==> src/rtl/mm_uart_tx_if.sv <==
`default_nettype none
// ============================================================================
// Module   : mm_uart_tx_if
// Brief    : Avalon-MM agent bundle for the console transmitter register window.
// Revision : 1.0
// ============================================================================
interface mm_uart_tx_if;
  logic [31:0] address;
  logic        read;
  logic        write;
  logic [31:0] writedata;
  logic [3:0]  byteenable;
  logic [31:0] readdata;
  logic        readdatavalid;
  logic        waitrequest;

  modport master (
    output address, read, write, writedata, byteenable,
    input  readdata, readdatavalid, waitrequest
  );

  modport slave (
    input  address, read, write, writedata, byteenable,
    output readdata, readdatavalid, waitrequest
  );
endinterface
`default_nettype wire

==> src/rtl/mm_uart_tx.sv <==
`default_nettype none
// ============================================================================
// Module   : mm_uart_tx
// Brief    : Memory-mapped console transmitter: byte FIFO feeding an 8N1 serializer.
// Revision : 1.0
// ============================================================================
module mm_uart_tx #(
  parameter logic [31:0] BASE       = 32'h0000_2000,
  parameter int          CLK_DIV    = 16,
  parameter int          FIFO_DEPTH = 8
) (
  input  logic        clk,
  input  logic        rst,
  mm_uart_tx_if.slave bus,
  output logic        txd
);

  localparam int AW = (FIFO_DEPTH > 1) ? $clog2(FIFO_DEPTH) : 1;
  localparam int BW = $clog2(CLK_DIV);
  localparam logic [7:0]    c_depth     = 8'(FIFO_DEPTH);
  localparam logic [BW-1:0] c_baud_last = BW'(CLK_DIV - 1);

  typedef enum logic [1:0] {
    S_IDLE  = 2'd0,
    S_START = 2'd1,
    S_DATA  = 2'd2,
    S_STOP  = 2'd3
  } state_t;

  logic [7:0]    r_mem [FIFO_DEPTH];
  logic [AW-1:0] r_wr_ptr;
  logic [AW-1:0] r_rd_ptr;
  logic [7:0]    r_count;

  state_t        r_state;
  logic [BW-1:0] r_baud;
  logic [2:0]    r_bit_idx;
  logic [7:0]    r_shift;
  logic          r_txd;

  logic [31:0]   r_readdata;
  logic          r_readdatavalid;

  logic          w_hit;
  logic          w_txdata_sel;
  logic          w_full;
  logic          w_empty;
  logic          w_push;
  logic          w_pop;
  logic          w_read_ok;
  logic [31:0]   w_status;
  logic          w_unused;

  assign w_hit        = (bus.address[31:3] == BASE[31:3]);
  assign w_txdata_sel = w_hit & ~bus.address[2];
  assign w_full       = (r_count == c_depth);
  assign w_empty      = (r_count == 8'd0);

  // A write lane without byte 0 is accepted but carries no character.
  assign w_push    = bus.write & w_txdata_sel & bus.byteenable[0] & ~w_full;
  assign w_pop     = (r_state == S_IDLE) & ~w_empty;
  assign w_read_ok = bus.read & ~bus.write;

  assign w_status = {16'h0000, r_count, 5'b00000, (r_state != S_IDLE), w_empty, w_full};

  assign bus.waitrequest   = bus.write & w_txdata_sel & w_full;
  assign bus.readdata      = r_readdata;
  assign bus.readdatavalid = r_readdatavalid;
  assign txd               = r_txd;

  assign w_unused = ^{bus.writedata[31:8], bus.byteenable[3:1], bus.address[1:0]};

  always_ff @(posedge clk) begin
    if (w_push) begin
      r_mem[r_wr_ptr] <= bus.writedata[7:0];
    end
  end

  always_ff @(posedge clk) begin
    if (rst) begin
      r_wr_ptr        <= '0;
      r_rd_ptr        <= '0;
      r_count         <= 8'd0;
      r_state         <= S_IDLE;
      r_baud          <= '0;
      r_bit_idx       <= 3'd0;
      r_shift         <= 8'h00;
      r_txd           <= 1'b1;
      r_readdata      <= 32'h0000_0000;
      r_readdatavalid <= 1'b0;
    end else begin
      if (w_push) begin
        r_wr_ptr <= r_wr_ptr + 1'b1;
      end
      if (w_pop) begin
        r_rd_ptr <= r_rd_ptr + 1'b1;
      end
      if (w_push && !w_pop) begin
        r_count <= r_count + 8'd1;
      end else if (w_pop && !w_push) begin
        r_count <= r_count - 8'd1;
      end

      r_readdatavalid <= w_read_ok;
      if (w_read_ok) begin
        r_readdata <= (w_hit && bus.address[2]) ? w_status : 32'h0000_0000;
      end

      case (r_state)
        S_IDLE: begin
          r_txd <= 1'b1;
          if (w_pop) begin
            r_shift <= r_mem[r_rd_ptr];
            r_baud  <= '0;
            r_txd   <= 1'b0;
            r_state <= S_START;
          end
        end
        S_START: begin
          if (r_baud == c_baud_last) begin
            r_baud    <= '0;
            r_bit_idx <= 3'd0;
            r_txd     <= r_shift[0];
            r_state   <= S_DATA;
          end else begin
            r_baud <= r_baud + 1'b1;
          end
        end
        S_DATA: begin
          if (r_baud == c_baud_last) begin
            r_baud <= '0;
            if (r_bit_idx == 3'd7) begin
              r_txd   <= 1'b1;
              r_state <= S_STOP;
            end else begin
              // Shift register keeps the next bit in position 1 while bit 0 is on the line.
              r_bit_idx <= r_bit_idx + 3'd1;
              r_shift   <= r_shift >> 1;
              r_txd     <= r_shift[1];
            end
          end else begin
            r_baud <= r_baud + 1'b1;
          end
        end
        S_STOP: begin
          if (r_baud == c_baud_last) begin
            r_baud  <= '0;
            r_state <= S_IDLE;
          end else begin
            r_baud <= r_baud + 1'b1;
          end
        end
        default: begin
          r_state <= S_IDLE;
          r_txd   <= 1'b1;
        end
      endcase
    end
  end

endmodule
`default_nettype wire

==> src/flat_wrapper.sv <==
// flat-port wrapper written by rule: the top's interface ports become plain ports
module mm_uart_tx_flat 
#(
  parameter logic [31:0] BASE       = 32'h0000_2000,
  parameter int          CLK_DIV    = 16,
  parameter int          FIFO_DEPTH = 8
)
  (clk, rst, txd, bus_address, bus_read, bus_write, bus_writedata, bus_byteenable, bus_readdata, bus_readdatavalid, bus_waitrequest);
  mm_uart_tx_if bus_i ();
  input  logic clk;
  input  logic rst;
  output logic txd;
  input wire logic [$bits(bus_i.address)-1:0] bus_address;
  input wire logic [$bits(bus_i.read)-1:0] bus_read;
  input wire logic [$bits(bus_i.write)-1:0] bus_write;
  input wire logic [$bits(bus_i.writedata)-1:0] bus_writedata;
  input wire logic [$bits(bus_i.byteenable)-1:0] bus_byteenable;
  output wire logic [$bits(bus_i.readdata)-1:0] bus_readdata;
  output wire logic [$bits(bus_i.readdatavalid)-1:0] bus_readdatavalid;
  output wire logic [$bits(bus_i.waitrequest)-1:0] bus_waitrequest;
  assign bus_i.address = bus_address;
  assign bus_i.read = bus_read;
  assign bus_i.write = bus_write;
  assign bus_i.writedata = bus_writedata;
  assign bus_i.byteenable = bus_byteenable;
  assign bus_readdata = bus_i.readdata;
  assign bus_readdatavalid = bus_i.readdatavalid;
  assign bus_waitrequest = bus_i.waitrequest;
  mm_uart_tx #(.BASE(BASE), .CLK_DIV(CLK_DIV), .FIFO_DEPTH(FIFO_DEPTH)) u_core (.clk(clk), .rst(rst), .bus(bus_i), .txd(txd));
endmodule
==> config.mk <==
export PLATFORM = sky130hd
export DESIGN_NAME = mm_uart_tx_flat
export DESIGN_NICKNAME = d
export VERILOG_FILES = /design/src/rtl/mm_uart_tx_if.sv /design/src/rtl/mm_uart_tx.sv /design/src/flat_wrapper.sv
export SDC_FILE = /design/constraint.sdc
export NUM_CORES = 1
export LEC_CHECK = 0
export ABC_AREA = 1
export CAP_MARGIN = 25
export CORE_MARGIN = 2
export CORE_UTILIZATION = 40
export DETAILED_ROUTE_END_ITERATION = 10
export GPL_TIMING_DRIVEN = 0
export REMOVE_ABC_BUFFERS = 1
export SLEW_MARGIN = 20
export SYNTH_ARGS = -nofsm -noshare
export SYNTH_HDL_FRONTEND = slang
export SYNTH_SLANG_ARGS = --single-unit
export TNS_END_PERCENT = 5
==> constraint.sdc <==
create_clock -name clk -period 4.7 [get_ports clk]
set_clock_uncertainty 0.1 [all_clocks]
set_input_delay 0.47 -clock clk [delete_from_list [all_inputs] [get_ports clk]]
set_output_delay 0.47 -clock clk [all_outputs]
set_load 0.03 [all_outputs]
==> impl_metrics.toml, run 1 <==
[timing]
rsz0062_at_grt = "no"
slew_headroom = 0.347
finalSetupTns_ns = 0
hold_viol_final = 0
finalCriticalPeriod_ns = 3.03
drv_slew = 0
fmax_mhz = 330
worstMarginPinSlew_ns = 0.976
period_share = 0.645
setup_viol = 0

[layout]
antenna_cells = 0
synthToLayoutAreaGrowth_pct = 18.5
fin_cells = 784
final_nets = 698
drive_above_1_share = 0.0637
design_area_mm2 = 0.00610

[status]
status = "finished, final reports clean"

[flow_run]
drv_cap = 0

[synthesis]
synthFlopType = "edfxtp_1"
ys_warn_count = 0
synth_area_mm2 = 0.00515
avgSynthCellArea_um2 = 9.23
yosysSeqAreaShare = 0.556
synth_cells = 558
ys_types = 40
synth_edf_count = 64
synthArstFlopShare = 0
ys_seq_elements = 111

[route]
drt_iter0_drc = 254
drc = 0
ant_nets = 0
drt-pass1-iter-count = 4
wirelength_um = 10700
vias = 3802
wl_per_cell_um = 13.7
via_per_inst = 4.85

[min_path]
min_path_type = "reg -> reg"

[clocking]
clockBufferDepth = 2
ctsHtreeMaxLevel = 3
postCtsSetupRepairBufs = 0
numCtsBuffers = 9
cts_tree = "yes"
path_clk_slew_ns = 0.07
cts_resized = 0
holdBufCountCts = 0
clock_latency_ns = 0.35
root_buffer = "clkbuf_16"
cts.sinks = 111

[global_route]
grt_pass1_vias = 3655
gr-usage-all-layers = 0.156
grt_pass1_wl_um = 17300
overflow = 0
antenna_found_initial = 0
grt_max_degree = 33

[floorplanning]
start_util = 0.410
dieWidth_um = 117
die_area_mm2 = 0.0138
die_h_um = 117
io-pin-count = 107
coreArea_mm2 = 0.0126
placementRows = 41

[power_and_ir_drop]
p_leak_nw = 2.36
vdd_drop_max_v = 0.000222
powerDensity_mw_per_mm2 = 502

[placement]
gp_congestion = 0.806
port_buffers = 56
dp_cells = 768
hpwl_um = 7170
placed_cell_area_mm2 = 0.00580

[setup_path]
r2r_end = "u_core.r_count[7]"
startpoint_type = "input port"
critical_path.endpoint = "u_core.r_count[7]"
ff2ff_path_depth = 17
worst_ep_arrival_time_ns = 3.18
crit_start = "bus_address[10]"
r2r_slack_ns = 1.75
worstReg2RegStart = "u_core.r_count[5]"
cp-end-kind = "flop"
cp_max_fo = 8
worst-setup-path-type = "in -> reg"
required_ns = 4.85
[state kept, by name, summed over array words and instances, names as in the netlist, named ones only]
signal	flops
u_core.r_mem	64
u_core.r_state	2
u_core.r_bit_idx	3
u_core.bus.readdatavalid	1
u_core.r_count	8
u_core.r_wr_ptr	3
u_core.r_rd_ptr	3
u_core.r_shift	8
u_core.bus.readdata	11
u_core.txd	1
u_core.r_baud	4
[critical path: stages]
cell and delay, ns:
clkdlybuf4s50_1 0.39, or2_0 0.21, nor2_1 0.10, nand2_1 0.09, nor2_2 0.13, nand3_1 0.14
inv_2 0.12, ha_1 0.20, inv_1 0.17, ha_1 0.35, or2_2 0.29, nand2_1 0.10
or2_1 0.13, nand2_1 0.06, nand2_1 0.06, nand3_1 0.06, nand2_1 0.06, inv_1 0.03
[cells by family (layout without fill, tap and decap cells)]
family,Yosys count,count (layout),synth area share
AND/OR/NAND/NOR,210,210,0.174
AO/OA/AOI/OAI,127,127,0.133
flip-flops,111,111,0.556
buffers and inverters,84,118,0.0782
adder cells (fa/ha/maj),19,19,0.0476
XOR/XNOR,6,6,0.0102
other,1,21,0.000728
[per-stage QoR]
step	hold slack (ns)	setup slack, ns	power (mW)	utilization
floorplan	0.339	1.98	2.00	-
global placement	0.356	1.31	2.27	0.459
detailed placement	0.364	1.28	2.31	0.462
CTS	0.375	1.64	3.08	0.485
global route	0.397	1.32	3.28	0.485
finish	0.372	1.67	3.06	0.485
[cell type report]
cell class | instances | area, µm²
Clock buffer | 10 | 229
Clock inverter | 6 | 67.6
Fill cell | 1149 | 6470
Inverter | 45 | 170
Multi-Input combinational cell | 383 | 1970
Sequential cell | 111 | 2860
Tap cell | 172 | 215
Timing Repair Buffer | 57 | 588
[worst min-delay path by stage]
stage | start | to | slack (ns) | cells after the start
2_1_floorplan | u_core.r_rd_ptr[2] | flop | 0.34 | 2
3_3_place_gp | u_core.r_rd_ptr[2] | u_core.r_rd_ptr[2] | 0.36 | 2
3_5_place_dp | u_core.r_bit_idx[1] | u_core.r_bit_idx[1] | 0.36 | 2
4_1_cts | u_core.r_bit_idx[1] | u_core.r_bit_idx[1] | 0.37 | 2
5_1_grt | u_core.r_baud[1] | u_core.r_baud[1] | 0.40 | 2
6_report | u_core.r_bit_idx[1] | u_core.r_bit_idx[1] | 0.37 | 2
[power breakdown]
group | total, mW | switching (mW) | internal (mW)
clock | 0.766 | 0.349 | 0.417
combinational | 1.08 | 0.665 | 0.412
sequential | 1.22 | 0.0968 | 1.12
[cells in the mapped netlist, types with 2 or more instances]
cell type  number  share of area
nand3_1        12          0.012
o211ai_1        3         0.0044
buf_4          22          0.032
ha_1           18          0.044
clkbuf_1       14          0.010
xor2_1          5         0.0085
a21oi_1        39          0.038
nand2_2         2         0.0024
nand2_1        79          0.058
edfxtp_1       64           0.37
inv_2           5         0.0036
nor2_4          2         0.0044
or2_1           3         0.0036
nand4_1         4         0.0049
nor3_1          5         0.0049
nor2_1         88          0.064
dfxtp_1        47           0.18
buf_2           3         0.0029
inv_1          38          0.028
o21ai_0        42          0.041
o21ai_1        22          0.021
o22ai_1        13          0.016
a31oi_1         2         0.0024
nand3b_1        2         0.0029
o21bai_1        2         0.0029
or2_2           8         0.0097
[metal layers]
| metal | part of all wire | wire length [µm] | track usage | vias to the layer above |
|---|---|---|---|---|
| met2 | 0.47 | 4990 | 0.262 | 106 |
| met4 | 0.016 | 169 | 0.0602 | 0 |
| li1 | - | - | - | 1944 |
| met3 | 0.057 | 611 | 0.0296 | 14 |
| met5 | 0 | 0 | 0 | - |
| met1 | 0.46 | 4950 | 0.199 | 1738 |
[placed cells by master (no fill, tap or decap), types with 2 or more instances in the layout]
cell type,instances
nand4_1,4
ha_1,18
a21oi_1,39
nor3_2,2
nor2_1,88
clkinv_1,2
inv_2,5
o22ai_1,13
xor2_1,5
o21ai_0,42
nand3b_1,2
nor2_4,2
dfxtp_1,47
nand2_1,79
a31oi_1,2
inv_1,38
o21ai_1,22
inv_6,2
or2_2,8
o211ai_1,3
nor3_1,3
edfxtp_1,64
o21bai_1,2
clkbuf_16,9
nand2_2,2
clkdlybuf4s50_1,56
or2_1,3
conb_1,21
nand3_1,12
No activity file was read; power rests on OpenSTA's default activity.
==> inputs of run 2 (changes only) <==
Clock period 4.7 ns to 3 ns, I/O delays scaled along.
==> run 2 against run 1 <==
  * Power increased by 57%
  * Critical path depth decreased by 1
  * Count of clock-buffer cells in the layout unchanged
  * Cell area increased by 0.55%
  * Non-clock buffer count increased by 1
  * Hold slack got worse by 0.00058 ns
  * Sequential power increased by 57%
  * Core utilization increased by 0.27 points
  * Register-to-register slack got worse by 1.5 ns
  * Largest power group unchanged
==> impl_metrics.toml, run 2 (same netlist as run 1, synthesis figures left out) <==
[layout]
drive_above_1_share = 0.0767
antenna_cells = 0
layout_commonest_cell = "nor2_1"
largest_register_ffs = 64
utilization = 0.488
mostFrequentLayoutCells = "nor2_1, nand2_1, edfxtp_1"
fin_cells = 785
top_register = "u_core.r_mem"
synthToLayoutAreaGrowth_pct = 19.1
n_fill_cell = 1145
design_area_mm2 = 0.00613
final_nets = 699

[floorplanning]
coreArea_mm2 = 0.0126
placementRows = 41
die_h_um = 117
io-pin-count = 107
dieWidth_um = 117
die_area_mm2 = 0.0138
start_util = 0.410

[status]
status = "finished, final reports clean"

[setup_path]
required_ns = 3.15
cp_max_fo = 8
worstReg2RegStart = "u_core.r_count[5]"
startpoint_type = "flop"
cpPeakStageDelay_ns = 0.35
r2r_end = "u_core.r_count[7]"
ff2ff_path_depth = 17
cp_slowest_cell = "dfxtp_1"
r2r_slack_ns = 0.23
crit_top_cell = "nand2_1"
cp-end-kind = "flop"
crit_chain = "nor2_1 -> nand2_1 -> nor2_1 -> nor2_1 -> nand3_2 -> inv_2 -> ha_2 -> inv_2 -> ha_1 -> or2_2 -> nand2_1 -> or2_1 -> nand2_1 -> nand2_1 -> nand3_1 -> nand2_1 -> inv_1"
worst-setup-path-type = "reg -> reg"
worst_ep_arrival_time_ns = 2.92

[global_route]
grt_use_met1 = 0.199
grt_pass1_wl_um = 17300
grtUsageMet2 = 0.262
grt_max_degree = 33
grt_busiest_layer = "met2"
gr-usage-all-layers = 0.156
grtUsageMet3 = 0.0296
overflow = 0
grt_pass1_vias = 3655
antenna_found_initial = 0

[timing]
hold_viol_final = 0
setup_viol = 0
finalCriticalPeriod_ns = 2.77
slew_headroom = 0.356
fmax_mhz = 361
rsz0062_at_grt = "no"
period_share = 0.924
finalSetupTns_ns = 0
drv_slew = 0
finalHoldWorstSlack_ns = 0.372
worstMarginPinSlew_ns = 0.963
timing.final.ws_setup_ns = 0.228

[route]
wirelength_um = 10800
drt_iter0_drc = 235
via_per_inst = 4.86
wl_per_cell_um = 13.7
drt-pass1-iter-count = 6
ant_nets = 0
drc = 0
vias = 3815

[placement]
pre_cts_slack_ns = -0.246
port_buffers = 56
hpwl_um = 7170
dp_cells = 768
placed_cell_area_mm2 = 0.00580
gp_congestion = 0.806

[clocking]
root_buffer = "clkbuf_16"
clockBufferDepth = 2
cts.sinks = 111
ctsHtreeMaxLevel = 3
clock_latency_ns = 0.35
numCtsBuffers = 9
path_clk_slew_ns = 0.07
holdBufCountCts = 0
cts_tree = "yes"

[power_and_ir_drop]
vdd_drop_max_v = 0.000352
powerDensity_mw_per_mm2 = 785
p_leak_nw = 2.37
total_power_mw = 4.81

[min_path]
min_path_type = "reg -> reg"
holdPathStages = 2
min_to = "u_core.r_bit_idx[1]"
holdCritStartpoint = "u_core.r_bit_idx[1]"

[flow_run]
drv_cap = 0
-- run 2: power by group --
part           switching [mW]  internal (mW)  leakage [nW]
clock network           0.540          0.653         0.141
logic                    1.05          0.658          1.27
registers               0.155           1.76         0.962
-- run 2: cell type report --
class                   instances  area [µm²]  share of cell area
flip-flops and latches        111        2860               0.467
clock buffers                  10         229              0.0373
clock inverters                 6        67.6              0.0110
multi-input cells             383        1990               0.325
inverters                      45         170              0.0277
well taps                     172         215              0.0351
repair buffers                 58         596              0.0971
-- run 2: how the worst max path moves through the flow --
| stage | slack (ns) | to | depth (start not counted) | startpoint |
|---|---|---|---|---|
| after floorplan | 0.45 | u_core.r_count[7] | 17 | bus_address[10] |
| after global placement | -0.22 | u_core.r_mem[4][3] | 9 | bus_address[10] |
| after detailed placement | -0.25 | u_core.r_count[7] | 18 | bus_address[10] |
| after CTS | 0.03 | u_core.r_count[7] | 17 | u_core.r_count[5] |
| after global routing | 0.03 | u_core.r_count[7] | 18 | bus_address[10] |
| final | 0.23 | u_core.r_count[7] | 17 | u_core.r_count[5] |
-- run 2: worst max-delay path, delay by kind of cell, from the launching register on --
| family | cells | cell delay [ns] |
|---|---|---|
| adders and majority gates | 2 | 0.48 |
| buffers and inverters | 3 | 0.24 |
| DFF | 1 | 0.35 |
| and+or+nand+nor | 12 | 1.50 |
-- run 2: what timing repair did --
action	in CTS	in global routing
setup endpoints to repair	0	5
gates resized for setup	0	8
setup buffers	0	1
-- run 2: layer usage --
metal	part of all wire	wire, µm	up-vias
met5	0	0	-
met4	0.017	184	0
met3	0.046	497	16
met2	0.47	5040	98
met1	0.47	5030	1755
li1	-	-	1946
